--- config.mk ---
export PLATFORM = sky130hd
export DESIGN_NAME = mdr_engine
export DESIGN_NICKNAME = d
export VERILOG_FILES = /design/src/rtl/mdr_engine.sv
export SDC_FILE = /design/constraint.sdc
export NUM_CORES = 1
export LEC_CHECK = 0
export ABC_AREA = 1
export BUFFER_PORTS_ARGS = -buffer_cell sky130_fd_sc_hd__buf_2
export CORE_UTILIZATION = 23
export DETAILED_ROUTE_END_ITERATION = 10
export PLACE_DENSITY = 0.38
export SYNTH_ARGS = -nofsm -noshare
export SYNTH_HDL_FRONTEND = slang
export SYNTH_SLANG_ARGS = --single-unit
--- constraint.sdc ---
create_clock -name clk -period 14.35 [get_ports clk]
set_clock_uncertainty 0.1 [all_clocks]
set_input_delay 2.87 -clock clk [delete_from_list [all_inputs] [get_ports clk]]
set_output_delay 2.87 -clock clk [all_outputs]
set_load 0.05 [all_outputs]
--- src/rtl/mdr_engine.sv ---
// Sequential multiply / divide / square-root engine, one result bit (root: one digit) per cycle.
// Define MDR_ROOT_EN to build the square-root datapath and accept op=10.
module mdr_engine #(
  parameter int unsigned DW = 16,
  parameter int unsigned CW = $clog2(DW) + 1
) (
  input  logic            clk,
  input  logic            rst,
  input  logic            i_start,
  input  logic            i_load,
  input  logic [DW-1:0]   i_data,
  input  logic [1:0]      i_op,
  output logic            o_load_x,
  output logic            o_load_y,
  output logic [2*DW-1:0] o_result,
  output logic [DW-1:0]   o_remainder,
  output logic            o_ready,
  output logic            o_error
);
  localparam int unsigned HW = DW / 2;
`ifdef MDR_ROOT_EN
  localparam int unsigned RW = HW + 2;
`endif

  typedef enum logic [2:0] {IDLE, LOAD_X, LOAD_Y, RUN, DONE, ERR} state_t;
  typedef enum logic [1:0] {OP_MUL = 2'b00, OP_DIV = 2'b01, OP_ROOT = 2'b10, OP_RSV = 2'b11} op_t;

  state_t          state, state_d;
  op_t             op;
  logic [CW-1:0]   cnt;
  logic [DW-1:0]   x_q, y_q;
  // mult: {partial product, multiplier}; div: dividend/quotient in low half; root: X shifted out MSB-first
  logic [2*DW-1:0] acc, acc_n;
  logic [DW-1:0]   rem, rem_n;
  logic            op_ok, last;
  logic [DW-1:0]   mul_add;
  logic [DW:0]     mul_sum, div_sh;
  logic            div_ge;
`ifdef MDR_ROOT_EN
  logic [HW-1:0]   root, root_n;
  logic [RW-1:0]   rt_trial, rt_test;
`endif

  always_comb begin
`ifdef MDR_ROOT_EN
    op_ok = (i_op != 2'b11);
`else
    op_ok = ~i_op[1];
`endif
  end

  assign last = (cnt == CW'(1));

  always_ff @(posedge clk or posedge rst) begin
    if (rst) state <= IDLE;
    else     state <= state_d;
  end

  always_comb begin
    state_d = state;
    case (state)
      IDLE:    if (i_start) state_d = op_ok ? LOAD_X : ERR;
      LOAD_X:  if (i_load) state_d = (op == OP_ROOT) ? RUN : LOAD_Y;
      LOAD_Y:  if (i_load) state_d = (op == OP_DIV && i_data == '0) ? ERR : RUN;
      RUN:     if (last) state_d = DONE;
      DONE:    state_d = IDLE;
      ERR:     state_d = IDLE;
      default: state_d = IDLE;
    endcase
  end

  // One iteration of the selected algorithm
  always_comb begin
    acc_n   = acc;
    rem_n   = rem;
    mul_add = acc[0] ? x_q : '0;
    mul_sum = {1'b0, acc[2*DW-1:DW]} + {1'b0, mul_add};
    div_sh  = {rem, acc[DW-1]};
    div_ge  = (div_sh >= {1'b0, y_q});
`ifdef MDR_ROOT_EN
    root_n   = root;
    rt_trial = {rem[RW-3:0], acc[DW-1:DW-2]};
    rt_test  = {root, 2'b01};
`endif
    case (op)
      OP_MUL: acc_n = {mul_sum, acc[DW-1:1]};
      OP_DIV: begin
        acc_n = {acc[2*DW-1:DW], acc[DW-2:0], div_ge};
        rem_n = div_ge ? DW'(div_sh - {1'b0, y_q}) : div_sh[DW-1:0];
      end
`ifdef MDR_ROOT_EN
      OP_ROOT: begin
        acc_n = {acc[2*DW-1:DW], acc[DW-3:0], 2'b00};
        if (rt_trial >= rt_test) begin
          rem_n  = DW'(rt_trial - rt_test);
          root_n = {root[HW-2:0], 1'b1};
        end else begin
          rem_n  = DW'(rt_trial);
          root_n = {root[HW-2:0], 1'b0};
        end
      end
`endif
      default: ;
    endcase
  end

  always_ff @(posedge clk or posedge rst) begin
    if (rst) begin
      op  <= OP_MUL;
      cnt <= '0;
      x_q <= '0;
      y_q <= '0;
      acc <= '0;
      rem <= '0;
`ifdef MDR_ROOT_EN
      root <= '0;
`endif
    end else begin
      case (state)
        IDLE: if (i_start) op <= op_t'(i_op);
        LOAD_X: if (i_load) begin
          x_q <= i_data;
          acc <= {DW'(0), i_data};
          rem <= '0;
          cnt <= CW'(HW);
`ifdef MDR_ROOT_EN
          root <= '0;
`endif
        end
        LOAD_Y: if (i_load) begin
          y_q <= i_data;
          acc <= {DW'(0), (op == OP_MUL) ? i_data : x_q};
          rem <= '0;
          cnt <= CW'(DW);
        end
        RUN: begin
          acc <= acc_n;
          rem <= rem_n;
          cnt <= cnt - CW'(1);
`ifdef MDR_ROOT_EN
          root <= root_n;
`endif
        end
        default: ;
      endcase
    end
  end

  // Registered outputs; results are published on the edge that leaves RUN or ERR
  always_ff @(posedge clk or posedge rst) begin
    if (rst) begin
      o_load_x    <= 1'b0;
      o_load_y    <= 1'b0;
      o_ready     <= 1'b0;
      o_error     <= 1'b0;
      o_result    <= '0;
      o_remainder <= '0;
    end else begin
      o_load_x <= (state_d == LOAD_X);
      o_load_y <= (state_d == LOAD_Y);
      o_ready  <= (state_d == DONE);
      if (state == IDLE && i_start) o_error <= 1'b0;
      else if (state == ERR)        o_error <= 1'b1;
      if (state == ERR) begin
        o_result    <= '0;
        o_remainder <= '0;
      end else if (state == RUN && last) begin
        case (op)
          OP_MUL: begin
            o_result    <= acc_n;
            o_remainder <= '0;
          end
          OP_DIV: begin
            o_result    <= {DW'(0), acc_n[DW-1:0]};
            o_remainder <= rem_n;
          end
`ifdef MDR_ROOT_EN
          OP_ROOT: begin
            o_result    <= (2*DW)'(root_n);
            o_remainder <= rem_n;
          end
`endif
          default: ;
        endcase
      end
    end
  end
endmodule
* After elaboration in Yosys (flattened, before gate mapping)
Cells that the tools add are included.
Widths: inputs -> output; s select.
** Storage, ports and cells
- Flip-flop bits (word level) :: 142
- Bits of input ports :: 22
- Memories :: 0
- RAM bits :: 0
- Memory bits (read-only) :: 0
- Latch bits :: 0
- Logic and storage cells :: 77
** Cells by class
- Shifts and indexed selects :: 0
- Reductions and logical operators :: 18
- Div/mod/pow operators :: 0
- Bitwise logic cells :: 0
- Add/subtract/negate cells :: 3
- Mux-type cells :: 29
- Equality and inequality tests :: 13
- Multiply operators :: 0
- Magnitude comparators :: 1
** Operators with widths (number)
- $mux 32 :: 4
- $pmux 32 s2 :: 2
- $mux 16 :: 7
- $pmux 32 s3 :: 1
- $pmux 16 s2 :: 2
- $mux 3 :: 6
- $add 16x16->17 :: 1
- $ge 17x16->1 :: 1
- $logic_not 16->1 :: 1
- $sub 16x16->16 :: 1
- $pmux 5 s3 :: 1
- $pmux 3 s4 :: 1
- $mux 5 :: 2
- $reduce_and 2->1 :: 5
- $eq 3x2->1 const B :: 3
- $eq 3x1->1 const B :: 2
- $eq 3x3->1 const B :: 2
- $reduce_bool 2->1 :: 3
- $reduce_bool 3->1 :: 2
- $eq 5x1->1 const B :: 1
- $sub 5x1->5 const B :: 1
- $ne 2x2->1 const B :: 2
- $logic_and 1x1->1 :: 3
- $logic_not 3->1 :: 1
- 7 further kinds :: 9

* Longest topological paths before layout
Gate-level depths: netlist (run 1).
- Depth in word-level cells :: 6
- Depth in mapped cells :: 18
- Depth with buffers taken out :: 16

* Worst setup path before layout (run 1)
No wires, ideal clock.
- Kind :: input port to flip-flop
- From :: input i_load
- To :: register acc[10]
- Buffers on the path :: 1
- Data arrival time :: 3.686 ns
- Setup time :: 0.086 ns
- Cell stages on the path :: 6
- Path slack :: 10.478 ns
- Cell sequence :: nor2_1 -> nor2_1 -> nor2_2 -> buf_2 -> a21oi_1 -> a32oi_1
** On the way
- Longest elaborated chain between the ends :: 2
- Elaborated cells between the ends (all ways) :: 3
- Those cells by class :: eq/ne: 2; reduce/logical: 1
** RTL lines
- start: declaration :: RTL line 10 : input logic i_load,
- $ne 2x2->1 (no line)
- $reduce_and 3->1 (no line) *
- end signal: assignment :: RTL line 123 : acc <= {DW'(0), i_data};
- end signal: assignment :: RTL line 132 : acc <= {DW'(0), (op == OP_MUL) ? i_data : x_q};
- end signal: assignment :: RTL line 137 : acc <= acc_n;
- end: declaration :: RTL line 33 : logic [2*DW-1:0] acc, acc_n;
Every way passes the cells marked *; elsewhere a longest branch is shown, timed or not.
A chain may end at the register's enable or synchronous reset.

* Worst setup path in the final report (run 1)
- From :: input i_load
- To :: register acc[0]
Same word-level chain as after synthesis.

==> flow_metrics.tcl, run 1 <==
set metrics [dict create \
    async_flop_share 1.00 \
    ir_drop_uv 95.0 \
    top_usage_layer "met2" \
    grt_overflow 0 \
    grt_setup_unrepaired "false" \
    start_util 0.236 \
    synth.distinct_cells 41 \
    synth_area_per_cell_um2 7.43 \
    die-area_um2 37700 \
    grt_max_degree 97 \
    diodes 0 \
    wirelength_um 27500 \
    route.detailed.drc 0 \
    holdBufCountCts 0 \
    die_x_um 194 \
    rows 69 \
    cts.htree.levels 4 \
    synthToLayoutAreaGrowth_pct 16.2 \
    n_fill_cell 3970 \
    critPathKind "in2reg" \
    worstPathArrival_ns 4.65 \
    tritoncts "yes" \
    leakagePower_nw 5.32 \
    antenna_found_initial 0 \
    ant_nets 0 \
    worst_pin_slew_ns 1.08 \
    dp.cells 1638 \
    required_ns 14.56 \
    synth_edf_count 0 \
    hp-class "reg2reg" \
    place_congestion 0.826 \
    ys_ff_latch 142 \
    synth_area_leader_cell "dfrtp_1" \
    outcome "finished, final reports clean" \
    setup_violations 0 \
    groute.layer.met2.usage 0.226 \
    fin_tns_setup_ns 0 \
    synth_top_cells_by_area "dfrtp_1, nand2_1, inv_1, nand3_1, ha_1" \
    clock_latency_ns 0.44 \
    grtUsageMet1 0.226 \
    crit_path_end_kind "flip-flop" \
    drive_gt1_frac 0.122 \
    max_freq_mhz 225 \
    cts_buffers 17 \
    drv_slew 0 \
    coreArea_um2 35900 \
    clkSlewWorstSetupHoldPaths_ns 0.06 \
    regArea_um2 3550 \
    synth_top_area_frac 0.419 \
    slew_headroom 0.280 \
    ys_seq_area_frac 0.419 \
    fin_area_um2 9860 \
    post_cts_buffers 0 \
    crit_path_start_kind "input pin" \
    ys.flop_type "dfrtp_1" \
    most-common-layout-cells "nand2_1, dfrtp_1, inv_1" \
    ios 74 \
    synth_area_um2 8490 \
    cts_root_buf "clkbuf_16" \
    grt_use_met3 0.0245 \
    postSynthCellCount 1142 \
    grt_pass1_wl_um 44700 \
    drt_iter0_drc 473 \
    power.density_nw_per_um2 268 \
    period_needed_ns 4.44 \
    die_h_um 194 \
    final_net_count 1254 \
    clock_path_buffers 2 \
    io_buffer_count 73 \
    grt_pass1_vias 7665 \
    cts_sinks 142 \
    wl_per_cell_um 16.5 \
    final_cells 1670 \
    route.detailed.vias_per_inst 4.56 \
    grt_usage 0.152 \
    fin_crit_sh 0.309 \
    drt_pass1_iterations 5 \
    yosysWarnings 0 \
    multi_input_area_um2 4190 \
    final_common_cell "nand2_1" \
    cts-resized-gates 0 \
    path_max_fanout 53 \
    maxCapViolations 0 \
    syn-num-nets 1200 \
    route.vias.total 7612 \
    timing.final.hold_violations 0 \
    post_dp_cell_area_um2 9280 \
    hpwl_um 19500 \
]
-- final timing paths --
kind	startpoint	end	slack, ns	cells after the start
max reg2reg	state[2]	o_remainder[4]	11.28	9
min in group asynchronous	rst	rem[8]	2.52	2
min	o_remainder[7]	o_remainder[7]	0.37	2
max	i_load	acc[0]	9.91	7
min reg2reg	o_remainder[7]	o_remainder[7]	0.37	2
max in group asynchronous	rst	acc[23]	10.44	3
-- metrics by stage --
stage	setup WS, ns	utilization	hold slack, ns	power (mW)
6_report	9.91	0.275	0.371	2.64
5_1_grt	9.77	0.275	0.392	2.90
4_1_cts	9.94	0.275	0.380	2.68
3_5_place_dp	9.48	0.258	0.362	2.21
3_3_place_gp	9.50	0.258	0.361	2.21
2_1_floorplan	7.57	-	0.353	1.81
-- per-layer routing --
layer	vias up	wire, um
met3	20	929
met1	3581	14500
met4	0	406
met2	153	11700
li1	3858	-
met5	-	0
-- Yosys cell counts, types with 4 or more instances --
master	n
o21ai_0	74
clkbuf_1	27
ha_1	34
nor3_1	10
xor2_1	11
a21oi_1	65
nor2_1	42
nand3_1	97
a22o_1	15
a32oi_1	15
nand4_1	6
inv_2	4
o22ai_1	18
xnor2_1	4
nand2_1	358
buf_2	10
nor2_2	5
inv_1	141
or2_2	18
o211ai_1	12
dfrtp_1	142
-- worst max-delay path, stage by stage --
cell and delay, ns:
buf_2 0.13, inv_1 0.06, nor2_1 0.62, nor2_4 0.16
buf_4 0.39, a211oi_1 0.30, a21oi_1 0.09
-- flip-flops by register name, summed over array words and instances, names as in the netlist --
signal and count:
acc 32, cnt 5, o_error 1, o_load_x 1
o_load_y 1, o_ready 1, o_remainder 16, o_result 32
op 2, rem 16, state 3, x_q 16
y_q 16
-- kinds of logic after synthesis --
group / count (synthesis) / share of synthesized area
AOI/OAI and AO/OA: 210 / 0.147
xor gates and xnor gates: 15 / 0.0155
adders and majority gates: 36 / 0.0548
buffers and inverters: 190 / 0.0898
DFF: 142 / 0.419
and+or+nand+nor: 549 / 0.274
-- area by class of cell --
class | instances | share of cell area
inverter | 146 | 0.0563
clock inverter | 14 | 0.0141
clock buffer | 18 | 0.0445
sequential | 142 | 0.360
timing repair buffer | 79 | 0.0416
multi-input combinational | 810 | 0.424
tap | 461 | 0.0585
-- report_power, final --
part / switching [mW] / internal (mW) / total (mW)
Clock: 0.212 / 0.236 / 0.448
Combinational: 1.04 / 0.453 / 1.49
Sequential: 0.137 / 0.567 / 0.703
No activity file was read; power rests on OpenSTA's default activity.
==> run 2: changes to the inputs <==
- PLACE_DENSITY: 0.38 -> 0.39
- clock period: 14.35 -> 3.85 ns (I/O delays scaled with it)
==> flow_metrics.tcl, run 2 (synthesis gave the netlist of run 1 again) <==
set metrics [dict create \
    place_congestion 0.816 \
    drt_iter0_drc 546 \
    holdBufCountCts 0 \
    final_net_count 1260 \
    ios 74 \
    wl_per_cell_um 16.8 \
    die-area_um2 37700 \
    route.detailed.vias_per_inst 4.55 \
    cts_buffers 17 \
    worstPathArrival_ns 3.08 \
    cts_sinks 142 \
    max_freq_mhz 356 \
    grt_setup_unrepaired "false" \
    top_regs "acc (32), o_result (32)" \
    cts_root_buf "clkbuf_16" \
    ant_nets 0 \
    crit_path_end_kind "flip-flop" \
    leakagePower_nw 5.36 \
    rows 69 \
    cts-resized-gates 0 \
    worst_pin_slew_ns 1.09 \
    grt_pass1_wl_um 44500 \
    die_h_um 194 \
    fin_tns_setup_ns 0 \
    grt_overflow 0 \
    route.detailed.drc 0 \
    n_fill_cell 3956 \
    clkSlewWorstSetupHoldPaths_ns 0.06 \
    p_switching_mw 5.15 \
    power_frac_comb 0.561 \
    grt_max_degree 54 \
    grt_usage 0.153 \
    diodes 0 \
    grt_pass1_vias 7545 \
    tritoncts "yes" \
    holdWs_ns 0.308 \
    power_mw 9.97 \
    maxCapViolations 0 \
    most-common-layout-cells "nand2_1, dfrtp_1, inv_1" \
    drive_gt1_frac 0.125 \
    io_buffer_count 73 \
    cts.htree.levels 4 \
    period_needed_ns 2.81 \
    crit_path_start_kind "flip-flop" \
    route.vias.total 7623 \
    critPathKind "reg2reg" \
    internal_power_mw 4.81 \
    switching_share 0.517 \
    antenna_found_initial 0 \
    pwr-share-seq 0.265 \
    hp-class "in2async" \
    hpwl_um 20400 \
    path_max_fanout 22 \
    fin_crit_sh 0.730 \
    clock_latency_ns 0.44 \
    die_x_um 194 \
    coreArea_um2 35900 \
    required_ns 4.11 \
    setup_violations 0 \
    slew_headroom 0.271 \
    start_util 0.236 \
    drt_pass1_iterations 5 \
    timing.final.hold_violations 0 \
    drv_slew 0 \
    clock_power_share 0.173 \
    outcome "finished, final reports clean" \
    ir_drop_uv 508 \
    power.density_nw_per_um2 1000 \
    fin_util 0.277 \
    final_common_cell "nand2_1" \
    clock_path_buffers 2 \
    synthToLayoutAreaGrowth_pct 17.1 \
    post_cts_buffers 0 \
    wirelength_um 28100 \
]
-- run 2: stage by stage --
| stage | worst slack [ns] | cell area (um2) | instances |
|---|---|---|---|
| 5_1_grt | 0.871 | 9940 | 1675 |
| 4_1_cts | 1.02 | 9940 | 1675 |
| 2_1_floorplan | 1.20 | 8490 | 1142 |
| 6_report | 1.04 | 9940 | 1675 |
| 3_3_place_gp | 0.979 | 9350 | 1644 |
| 3_5_place_dp | 1.04 | 9350 | 1644 |
-- run 2: metal layers --
metal	routed length (um)	track usage
met1	14700	0.226
met2	12200	0.233
met3	893	0.0240
met4	232	0.0315
met5	0	0
-- run 2: worst paths after layout --
path / end / from / slack [ns] / cells after the start
worst min-delay path: o_remainder[8] / rst / 0.31 / 2
max in group asynchronous: o_result[23] / rst / 2.51 / 3
worst min register to register: o_error / o_error / 0.37 / 2
worst max-delay path: o_remainder[7] / state[2] / 1.04 / 9
min in group clk: o_error / o_error / 0.37 / 2
worst max register to register: o_remainder[7] / state[2] / 1.04 / 9
-- run 2: critical path: stages (launching register included) --
cell and delay, ns:
dfrtp_1 0.42, nor2_2 0.13, inv_2 0.18, nor2_8 0.41, inv_4 0.13, nor2_4 0.15
nand2_2 0.11, nor2_2 0.78, nand2_1 0.22, nand2_1 0.10
-- run 2: layout make-up --
| type | count | area, um2 | area share |
|---|---|---|---|
| clock inverters | 12 | 149 | 0.0150 |
| flip-flops and latches | 142 | 3550 | 0.357 |
| repair buffers | 85 | 480 | 0.0483 |
| well taps | 461 | 577 | 0.0580 |
| clock buffers | 19 | 443 | 0.0446 |
| multi-input cells | 810 | 4190 | 0.421 |
| inverters | 146 | 554 | 0.0558 |
-- run 2: power by group through the flow --
stage / sequential, mW / combinational, mW / clock, mW
finish: 2.65 / 5.59 / 1.73
global placement: 2.67 / 5.64 / 0
CTS: 2.66 / 5.64 / 1.77
global route: 2.73 / 6.29 / 1.84
floorplan: 3.10 / 3.66 / 0
detailed placement: 2.67 / 5.60 / 0
